## src/rtl/fetch_if.sv

```systemverilog
// Fetch-stage bundle: EX/decode control in, instruction-memory handshake, IF/ID fetch packet out.
// master = fetch stage, slave = memory/pipeline environment.
interface fetch_if;
    logic        pc_redirect;
    logic [15:0] redirect_pc;
    logic        stall_fetch;
    logic        halt_in;
    logic        imem_rd;
    logic [15:0] imem_addr;
    logic [15:0] imem_rdata;
    logic        imem_done;
    logic [15:0] instruction;
    logic [15:0] incremented_pc;
    logic        inst_stall;
    logic        inst_mis_align;

    modport master (
        input  pc_redirect, redirect_pc, stall_fetch, halt_in, imem_rdata, imem_done,
        output imem_rd, imem_addr, instruction, incremented_pc, inst_stall, inst_mis_align
    );
    modport slave (
        output pc_redirect, redirect_pc, stall_fetch, halt_in, imem_rdata, imem_done,
        input  imem_rd, imem_addr, instruction, incremented_pc, inst_stall, inst_mis_align
    );
endinterface

```

## src/rtl/fetch_stage.sv

```systemverilog
// Instruction fetch: owns the PC, runs the imem read handshake, buffers a word across decode
// stalls and drains an in-flight read before honouring a redirect or halt.
module fetch_stage #(
    parameter logic [15:0] RESET_PC = 16'h0000,
    parameter logic [15:0] NOP_INST = 16'h0800
) (
    input  logic     clk,
    input  logic     rst,
    fetch_if.master  fif
);
    typedef enum logic [1:0] {FETCH, WAIT, DRAIN, HALTED} state_t;

    state_t      state;
    logic [15:0] pc;
    logic [15:0] pc_inc;
    logic [15:0] buf_word;
    logic        buf_valid;
    logic [15:0] drain_pc;
    logic        drain_halt;

    assign pc_inc             = pc + 16'd2;
    assign fif.imem_addr      = pc;
    assign fif.incremented_pc = pc_inc;

    // A redirect or halt in FETCH suppresses the request so no read is left outstanding.
    always_comb begin
        fif.imem_rd        = 1'b0;
        fif.instruction    = NOP_INST;
        fif.inst_stall     = 1'b0;
        fif.inst_mis_align = 1'b0;
        case (state)
            FETCH: begin
                fif.inst_mis_align = pc[0];
                if (!fif.pc_redirect && !fif.halt_in && !pc[0]) begin
                    if (buf_valid) begin
                        fif.instruction = buf_word;
                    end else begin
                        fif.imem_rd = 1'b1;
                        if (fif.imem_done) fif.instruction = fif.imem_rdata;
                        else               fif.inst_stall  = 1'b1;
                    end
                end
            end
            WAIT: begin
                fif.imem_rd = 1'b1;
                if (!fif.pc_redirect && !fif.halt_in) begin
                    if (fif.imem_done) fif.instruction = fif.imem_rdata;
                    else               fif.inst_stall  = 1'b1;
                end
            end
            DRAIN: begin
                fif.imem_rd    = 1'b1;
                fif.inst_stall = !fif.pc_redirect;
            end
            default: ;
        endcase
        if (rst) begin
            fif.imem_rd        = 1'b0;
            fif.instruction    = NOP_INST;
            fif.inst_stall     = 1'b0;
            fif.inst_mis_align = 1'b0;
        end
    end

    always_ff @(posedge clk or posedge rst) begin
        if (rst) begin
            state      <= FETCH;
            pc         <= RESET_PC;
            buf_word   <= NOP_INST;
            buf_valid  <= 1'b0;
            drain_pc   <= RESET_PC;
            drain_halt <= 1'b0;
        end else begin
            case (state)
                FETCH: begin
                    if (fif.pc_redirect) begin
                        pc        <= fif.redirect_pc;
                        buf_valid <= 1'b0;
                    end else if (fif.halt_in) begin
                        state     <= HALTED;
                        buf_valid <= 1'b0;
                    end else if (!pc[0]) begin
                        if (buf_valid) begin
                            if (!fif.stall_fetch) begin
                                buf_valid <= 1'b0;
                                pc        <= pc_inc;
                            end
                        end else if (fif.imem_done) begin
                            if (fif.stall_fetch) begin
                                buf_word  <= fif.imem_rdata;
                                buf_valid <= 1'b1;
                            end else begin
                                pc <= pc_inc;
                            end
                        end else begin
                            state <= WAIT;
                        end
                    end
                end
                WAIT: begin
                    if (fif.pc_redirect) begin
                        if (fif.imem_done) begin
                            pc    <= fif.redirect_pc;
                            state <= FETCH;
                        end else begin
                            drain_pc   <= fif.redirect_pc;
                            drain_halt <= 1'b0;
                            state      <= DRAIN;
                        end
                    end else if (fif.halt_in) begin
                        if (fif.imem_done) begin
                            state <= HALTED;
                        end else begin
                            drain_halt <= 1'b1;
                            state      <= DRAIN;
                        end
                    end else if (fif.imem_done) begin
                        state <= FETCH;
                        if (fif.stall_fetch) begin
                            buf_word  <= fif.imem_rdata;
                            buf_valid <= 1'b1;
                        end else begin
                            pc <= pc_inc;
                        end
                    end
                end
                DRAIN: begin
                    // The newest redirect replaces whatever target (or halt) was pending.
                    if (fif.pc_redirect) begin
                        if (fif.imem_done) begin
                            pc    <= fif.redirect_pc;
                            state <= FETCH;
                        end else begin
                            drain_pc   <= fif.redirect_pc;
                            drain_halt <= 1'b0;
                        end
                    end else if (fif.imem_done) begin
                        if (drain_halt) begin
                            state <= HALTED;
                        end else begin
                            pc    <= drain_pc;
                            state <= FETCH;
                        end
                    end
                end
                default: ;
            endcase
        end
    end
endmodule

```

## src/flat_wrapper.sv

```systemverilog
// flat-port wrapper written by rule: the top's interface ports become plain ports
module fetch_stage_flat 
#(
    parameter logic [15:0] RESET_PC = 16'h0000,
    parameter logic [15:0] NOP_INST = 16'h0800
)
  (clk, rst, fif_pc_redirect, fif_redirect_pc, fif_stall_fetch, fif_halt_in, fif_imem_rdata, fif_imem_done, fif_imem_rd, fif_imem_addr, fif_instruction, fif_incremented_pc, fif_inst_stall, fif_inst_mis_align);
  fetch_if fif_i ();
  input  logic clk;
  input  logic rst;
  input wire logic [$bits(fif_i.pc_redirect)-1:0] fif_pc_redirect;
  input wire logic [$bits(fif_i.redirect_pc)-1:0] fif_redirect_pc;
  input wire logic [$bits(fif_i.stall_fetch)-1:0] fif_stall_fetch;
  input wire logic [$bits(fif_i.halt_in)-1:0] fif_halt_in;
  input wire logic [$bits(fif_i.imem_rdata)-1:0] fif_imem_rdata;
  input wire logic [$bits(fif_i.imem_done)-1:0] fif_imem_done;
  output wire logic [$bits(fif_i.imem_rd)-1:0] fif_imem_rd;
  output wire logic [$bits(fif_i.imem_addr)-1:0] fif_imem_addr;
  output wire logic [$bits(fif_i.instruction)-1:0] fif_instruction;
  output wire logic [$bits(fif_i.incremented_pc)-1:0] fif_incremented_pc;
  output wire logic [$bits(fif_i.inst_stall)-1:0] fif_inst_stall;
  output wire logic [$bits(fif_i.inst_mis_align)-1:0] fif_inst_mis_align;
  assign fif_i.pc_redirect = fif_pc_redirect;
  assign fif_i.redirect_pc = fif_redirect_pc;
  assign fif_i.stall_fetch = fif_stall_fetch;
  assign fif_i.halt_in = fif_halt_in;
  assign fif_i.imem_rdata = fif_imem_rdata;
  assign fif_i.imem_done = fif_imem_done;
  assign fif_imem_rd = fif_i.imem_rd;
  assign fif_imem_addr = fif_i.imem_addr;
  assign fif_instruction = fif_i.instruction;
  assign fif_incremented_pc = fif_i.incremented_pc;
  assign fif_inst_stall = fif_i.inst_stall;
  assign fif_inst_mis_align = fif_i.inst_mis_align;
  fetch_stage #(.RESET_PC(RESET_PC), .NOP_INST(NOP_INST)) u_core (.clk(clk), .rst(rst), .fif(fif_i));
endmodule
```

## config.mk

```make
export PLATFORM = sky130hd
export DESIGN_NAME = fetch_stage_flat
export DESIGN_NICKNAME = d
export VERILOG_FILES = /design/src/rtl/fetch_if.sv /design/src/rtl/fetch_stage.sv /design/src/flat_wrapper.sv
export SDC_FILE = /design/constraint.sdc
export NUM_CORES = 1
export LEC_CHECK = 0
export BUFFER_PORTS_ARGS = -buffer_cell sky130_fd_sc_hd__buf_2
export CORE_ASPECT_RATIO = 1.5
export CORE_MARGIN = 2
export CORE_UTILIZATION = 35
export CTS_CLUSTER_DIAMETER = 60
export CTS_CLUSTER_SIZE = 30
export DETAILED_ROUTE_END_ITERATION = 8
export GPL_TIMING_DRIVEN = 0
export PLACE_DENSITY_LB_ADDON = 0.12
export SETUP_SLACK_MARGIN = 0.4
export SYNTH_ARGS = -nofsm -noshare
export SYNTH_HDL_FRONTEND = slang
export SYNTH_SLANG_ARGS = --single-unit
export TNS_END_PERCENT = 5
```

## constraint.sdc

```tcl
create_clock -name clk -period 2.1 [get_ports clk]
set_clock_uncertainty 0.15 [all_clocks]
set_input_delay 0.105 -clock clk [delete_from_list [all_inputs] [get_ports clk]]
set_output_delay 0.105 -clock clk [all_outputs]
set_load 0.01 [all_outputs]
```

Yosys cells after proc, flatten, opt, wreduce, memory -nomap -nowiden. Index checks and enable logic that the tools add are counted.

Input port bits: 38. Bits in registers: 52. Logic and storage cells: 124. Output and inout port bits: 51.

Muxes and demuxes: 73. Reduce and logical (&&, ||, !) cells: 17. Bitwise operators: 1. Equal/unequal tests: 25. Add/subtract/negate cells: 1.

Operator list (count): 16-bit 2-to-1 mux (27); 16-bit one-hot mux with 2 select lines (2); 16-bit one-hot mux with 3 select lines (1); 3-bit inequality test, second input constant (12); 1-bit 2-to-1 mux (26); 2-bit 2-to-1 mux (12); 2-bit inequality test, second input constant (9); 16-bit by 2-bit adder with 16-bit output, second input constant (1); 7-bit AND reduction (2); 6-bit AND reduction (2); 9-bit AND reduction (1); 1-bit one-hot mux with 2 select lines (3); 2-bit one-hot mux with 3 select lines (1); 4-bit by 3-bit inequality test with 1-bit output, second input constant (1); 4-bit inequality test, second input constant (1); 4-bit AND reduction (1); 2-bit nonzero test (2); 1-bit zero test (3); 1-bit one-hot mux with 3 select lines (1); 3-bit AND reduction (1); 3-bit nonzero test (1); 2-bit by 1-bit == test with 1-bit output, second input constant (1); 2-bit == test, second input constant (1); 1-bit logical AND (2); other kinds (3) (3).

Logic depth before layout (Yosys ltp).
Depth after elaboration: 8. Gate-level depth with buffers: 8. Gate-level depth less buffers: 7.

Worst setup path after synthesis. Ideal clock, no wire load.

Path kind: register to register. Start: reg u_core.pc[2], in the netlist u_core.fif.imem_addr[2]. End: reg u_core.pc[15], in the netlist u_core.fif.imem_addr[15]. Buffers on the path: 1. Data required time: 1.864 ns. Data arrival time: 2.046 ns. Slack: -0.182 ns. Cell stages (with the launch flop): 8. Period minus slack after synthesis: 2.282 ns. Library setup time: 0.086 ns. Cells stage by stage: dfrtp_1 -> ha_1 -> and3_1 -> buf_2 -> nand4_1 -> or4_1 -> a21o_1 -> a32oi_1.

Word-level cells in the longest chain between the ends: 8. Elaborated cells on any way between the ends: 12. Those cells by class: add/sub (1); mux (11).

Ends and longest elaborated chain: start: declaration (line fetch_stage.sv:14) `logic [15:0] pc;`; start signal: assignment (line fetch_stage.sv:77) `pc <= fif.redirect_pc;`; start signal: assignment (line fetch_stage.sv:86) `pc <= pc_inc;`; start signal: assignment (line fetch_stage.sv:93) `pc <= pc_inc;`; 16-bit by 2-bit adder with 16-bit output (*) (line fetch_stage.sv:21) `assign pc_inc = pc + 16'd2;`; 16-bit 2-to-1 mux (line fetch_stage.sv:84, fetch_stage.sv:89); 16-bit 2-to-1 mux (line fetch_stage.sv:88) `end else if (fif.imem_done) begin`; 16-bit 2-to-1 mux (line fetch_stage.sv:83) `if (buf_valid) begin`; 16-bit 2-to-1 mux (line fetch_stage.sv:82) `end else if (!pc[0]) begin`; 16-bit 2-to-1 mux (line fetch_stage.sv:79) `end else if (fif.halt_in) begin`; 16-bit 2-to-1 mux (line fetch_stage.sv:76) `if (fif.pc_redirect) begin`; 16-bit one-hot mux with 3 select lines (*) (line fetch_stage.sv:74) `case (state)`.

Every way passes the cells marked *; elsewhere a longest branch is shown, timed or not. The select of a mux whose other input is x is not followed. A chain may end at the register's enable or synchronous reset.

Worst setup path after layout.
Start: reg u_core.state[0]. End: out fif_instruction[4].

Word-level cells in the longest chain between the ends: 3. Elaborated cells on any way between the ends: 4. Those cells by class: eq/ne (1); mux (2); reduce/logical (1).

Ends and longest elaborated chain: start: declaration (line fetch_stage.sv:13) `state_t state;`; start signal: assignment (line fetch_stage.sv:67) `state <= FETCH;`; start signal: assignment (line fetch_stage.sv:80) `state <= HALTED;`; start signal: assignment (line fetch_stage.sv:96) `state <= WAIT;`; 2-bit by 1-bit == test with 1-bit output or 2-bit zero test (tied branches) (line fetch_stage.sv:31) `case (state)`; 16-bit one-hot mux with 2 select lines (*) (line fetch_stage.sv:31); 16-bit 2-to-1 mux (*) (line fetch_stage.sv:57) `if (rst) begin`; end: declaration (line flat_wrapper.sv:19) `output wire logic [$bits(fif_i.instruction)-1:0] fif_instruction;`.

Every way passes the cells marked *; elsewhere a longest branch is shown, timed or not.

==> impl_metrics.json <==
{
  "tns_ns": -2.71,
  "crit_required_ns": 1.85,
  "wire_per_inst_um": 20.3,
  "synth-compound-area-share": 0.251,
  "dp_hpwl_um": 10300,
  "drc_errors": 0,
  "fmax_ghz": 0.451,
  "finalPower_mw": 9.21,
  "place_area_um2": 4790,
  "period_needed_ns": 2.22,
  "ios": 89,
  "period_share": 1.06,
  "finalMaxSlewViolations": 0,
  "cts_made_buffers": 5,
  "nets": 691,
  "grt_pass1_wl_um": 24700,
  "root_buffer": "clkbuf_16",
  "cap_violations": 0,
  "r2r_setup_slack_ns": -0.10,
  "startpoint_type": "flip-flop",
  "layout_setup_ws_ns": -0.116,
  "netlist_instances": 483,
  "core_region_area_um2": 11400,
  "synth_top_family_by_area": "compound AO/OA/AOI/OAI gates",
  "drive_gt1_frac": 0.441,
  "antenna_found_initial": 0,
  "place_congestion": 0.895,
  "worst_ir_drop_vdd_v": 0.000578,
  "drtIter0Drc": 393,
  "ys_seq_area_frac": 0.320,
  "rows": 48,
  "first_pass_iters": 5,
  "cts_tree": "yes",
  "syn_avg_cell_area_um2": 8.43,
  "syn-cell-area_um2": 4070,
  "worst_slew_pin_slew_ns": 0.883,
  "grt_pass1_vias": 4701,
  "overflow": 0,
  "port_buffers": 85,
  "dieArea_um2": 12500,
  "antenna_cells": 0,
  "cts.sinks": 52,
  "synth_fp_nets": 526,
  "synth_mux_area_frac": 0.128,
  "ys_seq_elements": 52,
  "path_max_fanout": 5,
  "whs_ns": 0.134,
  "die_w_um": 92.1,
  "ant_nets": 0,
  "yosysUniqueCellTypes": 57,
  "yosys.area_share.adder": 0.0154,
  "rsz0062_at_grt": "yes",
  "hp-class": "primary input to asynchronous set/reset pin",
  "synth-simple-area-share": 0.185,
  "gr-usage-all-layers": 0.255,
  "post-place-ws_ns": -0.778,
  "slew_headroom": 0.408,
  "setup_viol": 37,
  "yosysWarnings": 0,
  "areaGrowthSynthToFinish_pct": 52.0,
  "clock_latency_ns": 0.31,
  "instances_no_fill": 799,
  "critPathArrivalTime_ns": 1.96,
  "finalHoldViolations": 0,
  "clkTransAtPathRegs_ns": 0.08,
  "synth_flop_cell": "dfrtp_1",
  "viasPerCell": 5.84,
  "dp_cells": 718,
  "clock_path_buffers": 2,
  "utilization": 0.542,
  "yosys.area_share.xor_xnor": 0.0387,
  "htreeDepth": 2,
  "num_vias": 4667,
  "status": "finished, violations left",
  "grt_start_max_net_pins": 27,
  "initial_core_util": 0.357,
  "p_leak_nw": 2.66,
  "crit_type": "flip-flop to output pin",
  "synth_edf_count": 0,
  "wirelength_um": 16200,
  "crit_path_end_kind": "output pin",
  "die_h_um": 136,
  "final_cell_area_um2": 6190,
  "violations": "setup timing",
  "synthArstFlopShare": 1.00,
  "p_per_area_nw_per_um2": 1490
}
[cells by family after synthesis]
kind of cell,count (synthesis)
adder cells (fa/ha/maj),5
flip-flops,52
AO/OA/AOI/OAI,150
AND/OR/NAND/NOR,149
multiplexers,48
XOR/XNOR,18
buffers and inverters,61
[routing by layer]
metal	share of wire	vias to the layer above	routed length, um	GRT usage
met1	0.37	2242	5950	0.276
met2	0.51	248	8280	0.460
li1	-	2114	-	-
met4	0.055	0	891	0.148
met3	0.068	63	1110	0.0482
met5	0	-	0	0
[power by group]
| part | switching, mW | internal [mW] | leakage [nW] |
|---|---|---|---|
| Clock | 0.415 | 0.472 | 0.0766 |
| Sequential | 0.379 | 1.54 | 0.620 |
| Combinational | 3.26 | 3.14 | 1.97 |
[cell usage after synthesis (4+ instances only)]
cell type | instances | share of area
a211oi_1 | 5 | 0.0092
a21o_1 | 8 | 0.015
a21oi_1 | 28 | 0.034
a221o_1 | 4 | 0.0098
a221oi_1 | 10 | 0.022
a22oi_1 | 21 | 0.039
a32oi_1 | 4 | 0.0086
and3_1 | 8 | 0.012
buf_1 | 7 | 0.0065
buf_2 | 16 | 0.020
clkbuf_1 | 23 | 0.021
dfrtp_1 | 51 | 0.31
ha_1 | 5 | 0.015
inv_1 | 14 | 0.013
mux2_2 | 33 | 0.091
mux2i_1 | 15 | 0.037
nand2_1 | 23 | 0.021
nand3_1 | 13 | 0.016
nand4_1 | 5 | 0.0077
nor2_1 | 49 | 0.045
nor2b_1 | 5 | 0.0077
nor3_1 | 13 | 0.016
nor4_1 | 4 | 0.0061
o211ai_1 | 4 | 0.0074
o21a_1 | 4 | 0.0074
o21ai_0 | 36 | 0.044
or2_2 | 6 | 0.0092
xnor2_1 | 14 | 0.030
xor2_1 | 4 | 0.0086
[cell type report]
| cell class | count | area, um2 |
|---|---|---|
| repair inverters | 2 | 12.5 |
| plain buffers | 47 | 442 |
| multi-input cells | 370 | 2900 |
| repair buffers | 156 | 1130 |
| well taps | 150 | 188 |
| fillers | 1067 | 5220 |
| flip-flops and latches | 52 | 1310 |
| inverters | 14 | 61.3 |
| clock buffers | 6 | 139 |
| clock inverters | 2 | 10.0 |
[final timing paths]
path                                              start  cells after the start                        to
worst max register to register  u_core.fif.imem_addr[5]                      6  u_core.fif.imem_addr[15]
worst min register to register       u_core.drain_pc[2]                      1        u_core.drain_pc[2]
worst max-delay path                    u_core.state[0]                      9        fif_instruction[4]
max in group asynchronous                           rst                      2   u_core.fif.imem_addr[0]
min in group clk                            fif_halt_in                      4           u_core.state[1]
worst min-delay path                                rst                      3   u_core.fif.imem_addr[8]
[layout by cell type, fill, tap and decap left out, types with 5 or more instances in the layout]
cell	netlist	final
a21o_1	8	8
a21oi_1	28	26
a221oi_1	10	7
a22oi_1	21	6
a22oi_2	0	15
and3_1	8	5
buf_2	16	94
buf_4	1	34
buf_6	0	9
clkbuf_1	23	5
clkbuf_16	0	10
clkbuf_4	0	6
clkbuf_8	0	6
dfrtp_1	51	47
dlygate4sd3_1	0	32
inv_1	14	11
mux2_2	33	32
mux2i_1	15	15
nand2_1	23	21
nand3_1	13	10
nand4_1	5	5
nor2_1	49	41
nor2_4	0	6
nor2b_1	5	5
nor3_1	13	11
o21ai_0	36	29
o21ai_1	0	5
xnor2_1	14	12
[worst max-delay path: stages (launching register included)]
cell       delay [ns]
dfrtp_2          0.43
inv_4            0.07
ha_4             0.18
clkbuf_16        0.16
a32oi_4          0.21
nor2_4           0.08
clkbuf_8         0.17
a22oi_2          0.15
nor2_1           0.06
buf_2            0.15
[state kept, by name, indices dropped and copies added (netlist names)]
name / flops
u_core.buf_valid: 1
u_core.buf_word: 16
u_core.drain_halt: 1
u_core.drain_pc: 16
u_core.fif.imem_addr: 16
u_core.state: 2
[what timing repair did]
| action | CTS | global route |
|---|---|---|
| hold endpoints to repair | 33 | 0 |
| hold buffers | 32 | 0 |
| pin swaps | 30 | 20 |
| setup buffers | 29 | 7 |
| cloned | 5 | 0 |
| gates resized for setup | 105 | 44 |
| endpoints found under the setup margin | 83 | 83 |
No activity file was read; power rests on OpenSTA's default activity.
